===== src/rtl/peri_7seg_pkg.sv =====
// Shared types and constants for the 7-segment write scheduler.
// Imported by the arbiter and the scheduler top.
package peri_7seg_pkg;

    typedef enum logic [1:0] {
        IDLE,
        WRITE,
        HOLD
    } sched_state_t;

    localparam int DISP_W         = 16;
    localparam int HOLD_1MS_10MHZ = 10000;

endpackage


===== src/rtl/peri_7seg_sched_rr_arb_2.sv =====
// Two-input round-robin grant, purely combinational.
// A lone request always wins; on a tie the side not granted last wins.
module rr_arb_2
    import peri_7seg_pkg::*;
(
    input  logic [1:0] req_i,
    input  logic       last_i,
    output logic [1:0] gnt_o
);

    always_comb begin
        gnt_o    = 2'b00;
        gnt_o[0] = req_i[0] & (~req_i[1] | last_i);
        gnt_o[1] = req_i[1] & (~req_i[0] | ~last_i);
    end

endmodule


===== src/rtl/peri_7seg_sched.sv =====
// Write scheduler for peri_7seg: arbitrates two requesters, issues a
// one-cycle strobe with registered data, then holds the value visible.
module peri_7seg_sched
    import peri_7seg_pkg::*;
#(
    parameter int HOLD_CYCLES = HOLD_1MS_10MHZ,
    parameter int CNT_W       = $clog2(HOLD_CYCLES + 1)
) (
    input  logic              clk_i,
    input  logic              rst_i,
    input  logic              cpu_valid_i,
    input  logic [DISP_W-1:0] cpu_d_i,
    output logic              cpu_ready_o,
    input  logic              dbg_valid_i,
    input  logic [DISP_W-1:0] dbg_d_i,
    output logic              dbg_ready_o,
    output logic              we_7seg_o,
    output logic [DISP_W-1:0] d_7seg_o,
    output logic              busy_o
);

    // HOLD_CYCLES=0 still needs a legal one-bit counter
    localparam int CW = (CNT_W < 1) ? 1 : CNT_W;
    localparam logic [CW-1:0] HOLD_LOAD =
        (HOLD_CYCLES > 0) ? CW'(HOLD_CYCLES - 1) : '0;

    sched_state_t      state_q, state_d;
    logic [CW-1:0]     cnt_q, cnt_d;
    logic              last_q, last_d;
    logic [DISP_W-1:0] data_q, data_d;
    logic              we_q, we_d;
    logic              busy_q, busy_d;
    logic [1:0]        gnt;
    logic              idle;

    rr_arb_2 u_arb (
        .req_i  ({dbg_valid_i, cpu_valid_i}),
        .last_i (last_q),
        .gnt_o  (gnt)
    );

    // Readies stay low while reset is held, even with valids present
    assign idle        = (state_q == IDLE) & rst_i;
    assign cpu_ready_o = idle & gnt[0];
    assign dbg_ready_o = idle & gnt[1];

    always_comb begin
        state_d = state_q;
        cnt_d   = cnt_q;
        last_d  = last_q;
        data_d  = data_q;
        we_d    = 1'b0;
        case (state_q)
            IDLE: begin
                if (|gnt) begin
                    state_d = WRITE;
                    we_d    = 1'b1;
                    last_d  = gnt[1];
                    data_d  = gnt[1] ? dbg_d_i : cpu_d_i;
                end
            end
            WRITE: begin
                if (HOLD_CYCLES == 0) begin
                    state_d = IDLE;
                end else begin
                    state_d = HOLD;
                    cnt_d   = HOLD_LOAD;
                end
            end
            HOLD: begin
                if (cnt_q == '0) begin
                    state_d = IDLE;
                end else begin
                    cnt_d = cnt_q - CW'(1);
                end
            end
            default: state_d = IDLE;
        endcase
        busy_d = (state_d != IDLE);
    end

    always_ff @(posedge clk_i or negedge rst_i) begin
        if (!rst_i) begin
            state_q <= IDLE;
            cnt_q   <= '0;
            last_q  <= 1'b1;
            data_q  <= '0;
            we_q    <= 1'b0;
            busy_q  <= 1'b0;
        end else begin
            state_q <= state_d;
            cnt_q   <= cnt_d;
            last_q  <= last_d;
            data_q  <= data_d;
            we_q    <= we_d;
            busy_q  <= busy_d;
        end
    end

    assign we_7seg_o = we_q;
    assign d_7seg_o  = data_q;
    assign busy_o    = busy_q;

endmodule


===== config.mk =====
export PLATFORM = sky130hd
export DESIGN_NAME = peri_7seg_sched
export DESIGN_NICKNAME = d
export VERILOG_FILES = /design/src/rtl/peri_7seg_pkg.sv /design/src/rtl/peri_7seg_sched_rr_arb_2.sv /design/src/rtl/peri_7seg_sched.sv
export SDC_FILE = /design/constraint.sdc
export NUM_CORES = 1
export LEC_CHECK = 0
export CAP_MARGIN = 20
export CORE_ASPECT_RATIO = 0.5
export CORE_MARGIN = 5
export CORE_UTILIZATION = 42
export CTS_CLUSTER_SIZE = 20
export DETAILED_ROUTE_END_ITERATION = 10
export GPL_ROUTABILITY_DRIVEN = 1
export PLACE_DENSITY = 0.76
export RECOVER_POWER = 50
export SKIP_CTS_REPAIR_TIMING = 1
export SYNTH_ARGS = -nofsm -noshare
export SYNTH_HDL_FRONTEND = slang
export SYNTH_SLANG_ARGS = --single-unit

===== constraint.sdc =====
create_clock -name clk_i -period 1.9 [get_ports clk_i]
set_input_delay 0.475 -clock clk_i [delete_from_list [all_inputs] [get_ports clk_i]]
set_output_delay 0.475 -clock clk_i [all_outputs]
set_load 0.01 [all_outputs]

* Yosys cells after proc, flatten, opt, wreduce, memory -nomap -nowiden
Index checks and enable logic that the tools add are counted.
Storage, ports and cells: register bits after elaboration 35, output and inout port bits 20, logic and storage cells 35
Cells by class: $add $sub $neg 1, eq/ne operators 3, multiplexer cells 8, bitwise logic cells 10, reductions and logical operators 7
Operator list (number):
- $pmux 14 s2 | 1
- $mux 16 | 1
- $logic_not 14->1 | 1
- $mux 14 | 1
- $sub 14x1->14 const B | 1
- $pmux 2 s3 | 1
- $and 1x1->1 | 5
- $mux 2 | 2
- $reduce_and 2->1 | 2
- $reduce_bool 2->1 | 2
- $not 1->1 | 3
- $eq 2x1->1 const B | 1
- $eq 2x2->1 const B | 1
- $logic_not 2->1 | 1
- $mux 1 | 2
- $ne 2x2->1 const B | 1
- $or 1x1->1 | 2
- $reduce_or 2->1 | 1

* Logic depth before layout (Yosys ltp)
depth after elaboration 7, gate-level depth with buffers 7, mapped depth without buffers 6

* Cells and area by module
Synthesis repeated with hierarchy kept, for this count alone.
Second synthesis, totals: cells, all modules 175, area, all modules 1783.0 um^2
By module, submodules not included:
- peri_7seg_sched | times used 1, cells each 172, area an instance 1764.2 um^2, sequential area each 877.1 um^2
- rr_arb_2 | times used 1, cells each 3, area an instance 18.8 um^2, sequential area each 0.0 um^2

* Worst setup path before layout
No wires, ideal clock.
kind register -> register, start point register cnt_q[0], end point register cnt_q[4], setup time 120 ps, data arrival time 1758 ps, data required time 1780 ps, path slack 21 ps, stages on the path, launching flop included 8, clock period less this slack 1879 ps, path through dfrtp_1 > inv_1 > ha_1 > or4b_1 > buf_6 > nor4_4 > nor3_1 > a31o_2
On the way: word-level cells in the longest chain between the ends 3, elaborated cells on any way between the ends 6
RTL lines:
- start: declaration | RTL line peri_7seg_sched.sv:28 | logic [CW-1:0] cnt_q, cnt_d;
- start signal: assignment | RTL line peri_7seg_sched.sv:92 | cnt_q <= cnt_d;
- $sub 14x1->14 / $logic_not 14->1 (equally long branches) | RTL line peri_7seg_sched.sv:74, peri_7seg_sched.sv:71
- $mux 14 / $ne 2x2->1 (equally long branches)
- $pmux 14 s2 / $reduce_and 2->1 (equally long branches)
Parallel ways exist; a longest one is shown, timed or not. The select of a mux whose other input is x is not followed. A chain may end at the register's enable or synchronous reset.

* Worst setup path in the final report
start point register cnt_q[1], end point register cnt_q[4]
Same word-level chain as after synthesis.

==> reports/summary.txt <==
critical path arrival - 2070 ps
Total Power Consumption - 0.00332 W
final critical path time including I/O delays and setup - 1900 ps
total of endpoints with negative setup slack in the final report - 0
tightest slew margin relative to the limit - 54.7%
top cells by instance count after synthesis - 34 x sky130_fd_sc_hd__dfrtp_1, 25 x sky130_fd_sc_hd__nor2_1, 19 x sky130_fd_sc_hd__mux2i_1
top cell type by total area after synthesis - sky130_fd_sc_hd__dfrtp_1
antenna violations before repair - 0
worst path setup slack after routing - 2.28 ps
warnings from Yosys - 0
number of cells on the worst hold path - 1
worst stage delay on the critical path - 510 ps
count of buffering cells on the critical path with inverters included - 1
Final Max Tran Viols - 0
GR Layer Usage met3 - 4.94%
setup repair after global routing missed its margin - yes
GR Util met2 - 31.0%
count of TritonRoute iterations in the first routing pass - 4
Critical Path Source Type - flip-flop
startpoint of the lowest-slack hold path - cnt_q[7]
wire length of the first global-routing pass - 7870 um
Vias per Instance - 5.26
Crit Reg-Reg Startpoint - cnt_q[1]
slew at the pin closest to its max-slew limit - 680 ps
worst-case register-to-register setup slack - 2 ps
final core utilization - 66.5%
aggregate negative setup slack - 0 ps
initial drt markers - 55
Critical-path top delay cell - sky130_fd_sc_hd__or4b_4
average detailed-routed wire length per instance - 15.0 um
clock latency on the worst-skew pair - 280 ps
buffer cell driving the clock tree root - sky130_fd_sc_hd__clkbuf_8
share of post-route cells with drive strength above 1 - 17.5%
pin count of the biggest net entering global routing - 25
DRC violations left - 0
synthesized instance count - 184
width of the die - 103 um
Pwr Density - 1240 nW/um^2
TritonCTS clock tree - yes
clock tree buffer depth - 2
area grow syn2layout - 47.8%
clock net sink count - 35
top_reg_cell synth - sky130_fd_sc_hd__dfrtp_1
height of the die - 56.4 um
cell family with most CP delay - simple AND/OR/NAND/NOR gates
non-filler instance count after layout - 311
cell area after synthesis - 1810 um^2
Die Area - 5800 um^2
main area contributors after synthesis - sky130_fd_sc_hd__dfrtp_1 47%, sky130_fd_sc_hd__mux2i_1 11%, sky130_fd_sc_hd__nor2_1 5.2%
critical-path maximum fanout - 4
total global-route track usage - 17.2%
io pins - 56
Final Hold Fails - 0
Site Rows - 16
total via count after detailed routing - 1637
final HPWL from detailed placement - 3500 um
GP Congestion - 0.862
IR drop worst, VDD - 0.000655 V
Max Freq - 527 MHz
remaining antenna violation count - 0
Worst Path Class, Setup - reg -> reg
final period utilization - 99.9%
area used by sequential logic in the layout - 877 um^2
most frequent cell after synthesis - sky130_fd_sc_hd__dfrtp_1
number of nets in the layout - 293
sequential-to-total area share from yosys stat - 48.4%
CP required - 2080 ps
placeable core area - 4020 um^2
cell count of the worst reg-to-reg path - 6
placed cell count - 301
FF+latch count, synth - 35
status - complete, no violations
M1 GR Usage - 19.2%
worst hold path type - reg -> reg
clock-pin slew on the worst setup and hold paths - 70 ps
endpoint of the worst hold-timing path - cnt_q[7]
layer with the highest usage - met2
number of distinct library cells after synthesis - 45
ordered cell list for the critical path - inv_2 > ha_4 > or4b_4 > nor4_4 > nor3_1 > a31o_2
grt total ovfl - 0
total of buffers placed on input and output ports - 55
number of global-route vias before repair - 1708
routed wire length - 4670 um
count of inserted antenna diode cells - 0
area taken by multi-input logic gates - 928 um^2
leakage component of the power - 1.11 nW
Inserted Clock Buffers - 5
maximum level of the CTS H-tree - 2
Post-synth EDFFs - 0
Max-Cap Viols - 0
Avg Inst Size Synth - 9.84 um^2
Yosys top cell area share - 47.0%
Initial Util - 45.0%
Post-Route Skew - 8.06 ps
synthesized netlist net count - 221
fill count - 312
terminus of the critical flop-to-flop path - cnt_q[4]
endpoint type of the worst setup path - flip-flop
pre-CTS setup slack - -400 ps
asr flop ratio synth - 100%
-- area by class of cell --
type	count	share of cell area [%]
inverter	5	0.702
multi-input combinational	134	34.7
tap	54	2.53
clock buffer	8	3.74
timing repair buffer	75	25.5
sequential	35	32.8
-- placed cells by master, fill, tap and decap left out, types with 2 or more instances in the layout --
cell type                         Yosys  routed
sky130_fd_sc_hd__a21oi_1             18      17
sky130_fd_sc_hd__a31oi_1              2       2
sky130_fd_sc_hd__buf_4                0      16
sky130_fd_sc_hd__clkbuf_1             6       3
sky130_fd_sc_hd__clkbuf_2             1       3
sky130_fd_sc_hd__clkbuf_8             0       7
sky130_fd_sc_hd__clkdlybuf4s50_1      0      50
sky130_fd_sc_hd__dfrtp_1             34      34
sky130_fd_sc_hd__dlymetal6s2s_1       0       2
sky130_fd_sc_hd__inv_1                5       3
sky130_fd_sc_hd__inv_2                0       2
sky130_fd_sc_hd__mux2i_1             19      19
sky130_fd_sc_hd__nand2_1             11      11
sky130_fd_sc_hd__nand3_1              7       7
sky130_fd_sc_hd__nand4_1              2       2
sky130_fd_sc_hd__nor2_1              25      25
sky130_fd_sc_hd__nor2b_1              4       4
sky130_fd_sc_hd__nor3_1               6       5
sky130_fd_sc_hd__nor3_4               1       2
sky130_fd_sc_hd__nor4_1               3       2
sky130_fd_sc_hd__o21a_1               2       2
sky130_fd_sc_hd__o21ai_0              7       6
sky130_fd_sc_hd__or2_2                2       2
sky130_fd_sc_hd__or3_1                2       2
-- flip-flops by register name (all words and copies together) (netlist names) --
register   cells
cnt_q         14
d_7seg_o      16
last_q         1
we_7seg_o      1
state_q        2
busy_o         1
-- layer usage --
metal,wire length (um),share of wire [%],up-vias
li1,-,-,806
met1,1890,40,786
met2,2530,54,39
met3,180,3.9,6
met4,70,1.5,0
met5,0,0,-
-- how the worst max path moves through the flow --
| stage | from | end | slack (ps) | cells after the start |
|---|---|---|---|---|
| after floorplan | cnt_q[0] | cnt_q[4] | 20 | 7 |
| after global placement | dbg_valid_i | dbg_ready_o | -380 | 5 |
| after detailed placement | cpu_valid_i | dbg_ready_o | -400 | 4 |
| after CTS | cpu_valid_i | dbg_ready_o | -410 | 4 |
| after global routing | cnt_q[1] | cnt_q[4] | -70 | 6 |
| final | cnt_q[1] | cnt_q[4] | 2 | 6 |
-- through the flow --
stage	area, um^2	hold WS (ps)
finish	2680	515
global route	2680	541
CTS	2620	518
detailed placement	2520	506
global placement	2520	489
floorplan	1810	179
-- power by group --
group          leakage, nW  internal [W]  switching (W)
logic                0.666      0.000783       0.000781
clock network       0.0515      0.000331       0.000257
registers            0.392       0.00101       0.000157
-- cell families after synthesis --
logic type	count (synthesis)	share of synthesized area, %
flip-flops	35	48.4
AND/OR/NAND/NOR	75	23.0
adder cells (fa/ha/maj)	1	0.691
AO/OA/AOI/OAI	38	13.0
multiplexers	20	11.1
buffers and inverters	15	3.73
(Power assumes the default switching activity.)
